[config.mk]
export PLATFORM = sky130hd
export DESIGN_NAME = i2s_tx_master_serializer
export DESIGN_NICKNAME = d
export VERILOG_FILES = /design/src/rtl/i2s_tx_master_serializer.sv
export SDC_FILE = /design/constraint.sdc
export NUM_CORES = 1
export LEC_CHECK = 0
export CORE_ASPECT_RATIO = 1.2
export CORE_MARGIN = 4
export CORE_UTILIZATION = 55
export DETAILED_ROUTE_END_ITERATION = 16
export GPL_TIMING_DRIVEN = 0
export PLACE_DENSITY = 0.81
export SYNTH_ARGS = -nofsm -noshare
export SYNTH_HDL_FRONTEND = slang
export SYNTH_SLANG_ARGS = --single-unit
[constraint.sdc]
create_clock -name clk_i -period 4.6 [get_ports clk_i]
set_input_delay 1.38 -clock clk_i [delete_from_list [all_inputs] [get_ports clk_i]]
set_output_delay 1.38 -clock clk_i [all_outputs]
set_load 0.02 [all_outputs]
[src/rtl/i2s_tx_master_serializer.sv]
// I2S master transmit serializer: pulls 32-bit words over valid/ready,
// generates SCK/WS and shifts each word onto SD in Philips I2S framing.
//
// Ports:
//   clk_i, rst_i          clock, synchronous active-high reset
//   cfg_en_i              transmitter enable (sampled at slot loads in RUN)
//   cfg_div_i             SCK half-period minus one, in clk_i cycles
//   cfg_bits_word_i       slot length minus one (0 behaves as 1)
//   cfg_lsb_first_i       1 = LSB first, 0 = MSB first
//   data_i/data_valid_i   sample word and its valid flag
//   data_ready_o          word consumed this cycle (slot load only)
//   sck_o, ws_o, sd_o     I2S serial clock, word select, serial data
//   busy_o                engine running
//   underrun_o            one-cycle pulse: slot started without data
module i2s_tx_master_serializer #(
  parameter int DIV_WIDTH = 16
) (
  input  logic                 clk_i,
  input  logic                 rst_i,
  input  logic                 cfg_en_i,
  input  logic [DIV_WIDTH-1:0] cfg_div_i,
  input  logic [4:0]           cfg_bits_word_i,
  input  logic                 cfg_lsb_first_i,
  input  logic [31:0]          data_i,
  input  logic                 data_valid_i,
  output logic                 data_ready_o,
  output logic                 sck_o,
  output logic                 ws_o,
  output logic                 sd_o,
  output logic                 busy_o,
  output logic                 underrun_o
);

  typedef enum logic {
    IDLE,
    RUN
  } state_t;

  state_t               state;
  logic [DIV_WIDTH-1:0] div_q;
  logic [DIV_WIDTH-1:0] presc;
  logic [4:0]           nm1_q;
  logic [4:0]           bit_idx;
  logic                 lsb_q;
  logic [31:0]          shreg;
  logic                 sck_q;
  logic                 ws_q;
  logic                 sd_q;
  logic                 under_q;

  logic                 run;
  logic                 tick;
  logic                 fall;
  logic                 slot_end;
  logic                 load;
  logic                 stop;
  logic [4:0]           idx_nx;
  logic [4:0]           cfg_nm1;
  logic                 first_bit;
  logic                 next_bit;

  // A one-bit slot is not legal I2S; clamp to two bits.
  assign cfg_nm1 = (cfg_bits_word_i == 5'd0) ? 5'd1 : cfg_bits_word_i;

  assign run      = (state == RUN);
  assign tick     = (presc == div_q);
  assign fall     = run && tick && sck_q;
  assign slot_end = (bit_idx == nm1_q);
  assign load     = fall && slot_end;
  // Stopping only happens at a left-slot load, so frames never split.
  assign stop     = load && !cfg_en_i && !ws_q;
  assign idx_nx   = bit_idx + 5'd1;

  assign first_bit = data_valid_i &&
                     (cfg_lsb_first_i_q() ? data_i[0] : data_i[nm1_q]);
  assign next_bit  = lsb_q ? shreg[idx_nx] : shreg[nm1_q - idx_nx];

  function automatic logic cfg_lsb_first_i_q();
    return lsb_q;
  endfunction

  assign data_ready_o = load && !stop && !rst_i;

  always_ff @(posedge clk_i) begin
    if (rst_i) begin
      state   <= IDLE;
      div_q   <= '0;
      presc   <= '0;
      nm1_q   <= '0;
      bit_idx <= '0;
      lsb_q   <= 1'b0;
      shreg   <= '0;
      sck_q   <= 1'b0;
      ws_q    <= 1'b0;
      sd_q    <= 1'b0;
      under_q <= 1'b0;
    end else begin
      unique case (state)
        IDLE: begin
          under_q <= 1'b0;
          sck_q   <= 1'b0;
          ws_q    <= 1'b0;
          sd_q    <= 1'b0;
          presc   <= '0;
          if (cfg_en_i) begin
            state   <= RUN;
            div_q   <= cfg_div_i;
            nm1_q   <= cfg_nm1;
            lsb_q   <= cfg_lsb_first_i;
            // Start at the slot-end marker so the first fall loads.
            bit_idx <= cfg_nm1;
          end
        end
        RUN: begin
          under_q <= 1'b0;
          if (tick) begin
            presc <= '0;
            sck_q <= ~sck_q;
          end else begin
            presc <= presc + 1'b1;
          end
          if (stop) begin
            state   <= IDLE;
            presc   <= '0;
            bit_idx <= '0;
            sck_q   <= 1'b0;
            ws_q    <= 1'b0;
            sd_q    <= 1'b0;
          end else if (fall) begin
            if (slot_end) begin
              shreg   <= data_valid_i ? data_i : 32'd0;
              sd_q    <= first_bit;
              bit_idx <= 5'd0;
              under_q <= !data_valid_i;
            end else begin
              bit_idx <= idx_nx;
              sd_q    <= next_bit;
              // WS leads the next slot by one bit.
              if (idx_nx == nm1_q) ws_q <= ~ws_q;
            end
          end
        end
        default: state <= IDLE;
      endcase
    end
  end

  assign sck_o      = sck_q;
  assign ws_o       = ws_q;
  assign sd_o       = sd_q;
  assign busy_o     = run;
  assign underrun_o = under_q;

endmodule

==> impl_summary.txt <==
----------------------------------------------------
[CTS]
  Worst-path clk slew ... about 0.080 ns
  TritonCTS clock tree ... built
  Number of clock buffers inserted by TritonCTS ... 9
  Buffer depth of the longest clock path ... 2
  Setup repair bufs after CTS ... 0
  Clock latency of the later-clocked register in the worst-skew pair ... 0.36 ns
  Number of hold-repair buffers added at the cts stage ... 0
  Root buffer selected by CTS ... sky130_fd_sc_hd__clkbuf_8
  CTS HTree Levels ... 3
  Sink Count ... 80

[Critical path]
  Kind of start point of the critical path ... register
  Type of element capturing the critical path ... output port
  Highest-delay cell along the critical path ... sky130_fd_sc_hd__or4_4
  Largest stage delay on the critical path ... 0.61 ns
  Arrival @ worst endpoint ... about 3.0 ns
  Maximum fanout along the worst path ... 10
  Required time of the critical path ... ~3.2 ns
  Cells traversed along the worst timing path ... clkbuf_8, inv_1, ha_1, clkbuf_4, or4_4, nor4_4, nand2_1, nor2_1, clkbuf_2
  Crit Path Category ... register to output port

[Placed design]
  Placed Cells ... 641
  Port bufs ... 61
  Detail Placement HPWL ... roughly 9.2 mm
  Final estimated routing congestion in global placement ... between 0.9 and 1

[GRT]
  First-pass GRT wire length ... ~19 mm
  Pin count of the biggest net entering global routing ... 15
  Initial antenna violation count ... 0
  Leftover overflow at the end of global routing ... 0
  Total global routing track utilization ... a little over a quarter
  Number of global-route vias before repair ... 3934

[STA]
  Final-layout worst hold slack ... roughly 0.47 ns
  Number of pins with negative max-slew slack in the final report ... 0
  Transition at the pin with the smallest max-transition slack ... approximately 0.58 ns
  Share of the cycle needed by the critical path after routing ... a little over nine tenths
  Worst slew margin ... around 60%
  RSZ-0062 raised after global routing ... no
  Worst setup skew after layout ... between 0.01 and 0.015 ns
  Clock period minus final worst setup slack ... roughly 4.4 ns
  Highest achievable clock rate ... around 0.23 GHz
  Final hold viol count ... 0
  Number of setup violations in the final report ... 0

[Synth]
  EDFF count, synth ... 0
  Total nets after synthesis ... 553
  Cells after Synth ... about 490
  Post-synth top area share ... about 37%
  Biggest area consumer among synthesized cells ... sky130_fd_sc_hd__dfxtp_1
  Register bit count reported by yosys ... 80
  Unique cell type count in the Yosys netlist ... 46
  Average cell area after synthesis ... around 8.9 um^2
  Most frequently used flop master after synthesis ... sky130_fd_sc_hd__dfxtp_1
  Proportion of register bits with asynchronous set or reset after synthesis ... 0%
  Proportion of synthesized chip area in sequential cells ... roughly 37%
  Post-synthesis instance area ... 4350 um^2
  Synth top area cells ... sky130_fd_sc_hd__dfxtp_1, sky130_fd_sc_hd__mux4_2, sky130_fd_sc_hd__nand2_1, sky130_fd_sc_hd__a21oi_1, sky130_fd_sc_hd__xor2_1
  Yosys warning total ... 0

[Floorplanning]
  I/O pins ... 64
  Floorplan die area ... roughly 9400 um^2
  Die X ... 89.2 um
  Cell row count ... 35
  Initial standard-cell utilization of the core ... ~56%
  Area of the core ... just under 8000 um^2
  Overall die height ... approximately 110 um

[Detailed routing]
  Number of iterations in the first detailed-routing pass ... 5
  Post-detailed-route DRC marker count ... 0
  Detailed router's first-iteration violation count ... 247
  Vias per std cell ... between 6 and 7
  Routed Wire Length ... 12.0 mm
  Via total after detailed routing ... roughly 4k
  Detail Route Antenna Nets ... 0
  Routed WL per cell ... about 18 um

[Cells and area]
  Area taken by flip-flops and latches ... 1600 um^2
  Multi-input gate area in the final layout ... around 2600 um^2
  Diodes inserted ... 0
  Post-layout net count ... between 600 and 700
  Share of layout cells above drive strength 1 ... between 10% and 20%
  Filler cells ... between 600 and 700
  Non-Filler Instances ... 657
  Layout-stage area growth over the synthesis result ... 21.3%

[Power and ir drop]
  Overall power after layout ... between 1.5 and 2 mW
  Power per Cell Area ... 286 nW/um^2
  Standby leakage power ... ~1.9 nW
  Worst IR Drop VDD ... around 240 uV

[Worst hold path]
  HP Class ... register to register

[Flow run]
  Count of maximum capacitance violations ... 0

[Status]
  Outcome ... completed

----------------------------------------------------
## synthesized netlist by cell type (all sizes together) (3+ instances only)
master	number
nand2	88
dfxtp	80
a21oi	58
nand3	41
nor2	30
xor2	30
mux4	25
clkbuf	23
xnor2	12
buf	10
inv	10
mux2i	9
nor4	7
ha	6
nor3	6
nand4	5
and3	4
and4	4
o21ai	4
and2	3
nor3b	3
o31ai	3
or4	3
## flip-flops by register name (all words and copies together) (netlist names)
signal	flops
nm1_q	5
underrun_o	1
sd_o	1
bit_idx	5
shreg	32
busy_o	1
ws_o	1
presc	16
sck_o	1
div_q	16
lsb_q	1
## power breakdown
part,switching [mW],leakage (nW),internal [mW],total (mW)
registers,0.0171,0.649,0.708,0.725
logic,0.161,1.16,0.146,0.307
clock network,0.276,0.0801,0.200,0.476
total,0.454,1.89,1.05,1.51
## worst max-delay path: cells and delay by family, from the launching register on
family	cells	cell delay (ns)
buffers and inverters	4	0.72
DFF	1	0.42
adders and majority gates	1	0.31
and+or+nand+nor	4	1.18
## layout make-up
class / instances / area share, %
Timing Repair Buffer: 61 / 11.5
Sequential cell: 80 / 30.3
Buffer: 33 / 3.13
Clock inverter: 5 / 0.782
Multi-Input combinational cell: 365 / 48.9
Clock buffer: 11 / 2.49
Tap cell: 92 / 2.18
Inverter: 10 / 0.711
## final timing paths
path	startpoint	endpoint	slack, ns	depth (start not counted)
setup / recovery	bit_idx[0]$_SDFFE_PP0P_	data_ready_o	0.24	9
setup reg to reg	bit_idx[0]$_SDFFE_PP0P_	sd_o$_SDFFE_PP0P_	1.50	10
hold / removal	shreg[0]$_SDFFE_PP0P_	shreg[0]$_SDFFE_PP0P_	0.47	2
hold reg to reg	shreg[0]$_SDFFE_PP0P_	shreg[0]$_SDFFE_PP0P_	0.47	2
## through the flow
stage	setup slack (ns)	instance area, um^2	setup TNS [ns]	util (%)
CTS	0.0343	5270	0	68.4
global placement	-0.343	5080	-0.343	65.9
floorplan	0.622	4350	0	-
finish	0.240	5280	0	68.5
detailed placement	-0.390	5080	-0.390	65.9
global route	0.0848	5280	0	68.5
## placed cells by master (no fill, tap or decap), drive strengths merged, types with 7 or more instances in the layout
| master | n |
|---|---|
| clkbuf | 36 |
| xnor2 | 12 |
| buf | 9 |
| inv | 11 |
| mux2i | 9 |
| mux4 | 25 |
| dfxtp | 80 |
| nor2 | 30 |
| xor2 | 30 |
| nand2 | 88 |
| a21oi | 58 |
| nor4 | 7 |
| clkdlybuf4s50 | 60 |
| nand3 | 41 |
## routing by layer
metal / part of all wire, % / track usage [%] / vias up
li1: - / - / 1876
met1: 39 / 33.1 / 1889
met2: 50 / 44.2 / 184
met3: 7.3 / 4.93 / 34
met4: 2.9 / 10.5 / 0
met5: 0 / 0 / -
## cells by family (layout without fill, tap and decap cells)
kind of cell / count (synthesis) / count (layout) / share of synthesized area (%)
and+or+nand+nor: 201 / 201 / 22.3
DFF: 80 / 80 / 36.8
AOI/OAI and AO/OA: 79 / 79 / 10.4
buffers and inverters: 43 / 120 / 4.31
xor gates and xnor gates: 42 / 42 / 8.46
muxes: 36 / 36 / 15.5
adders and majority gates: 7 / 7 / 2.19
## timing repair
item | CTS | global route
hold endpoints to repair | 0 | 0
resized for setup | 7 | 4
endpoints found under the setup margin | 1 | 1
Note: power is estimated with default switching activity, not from simulation.
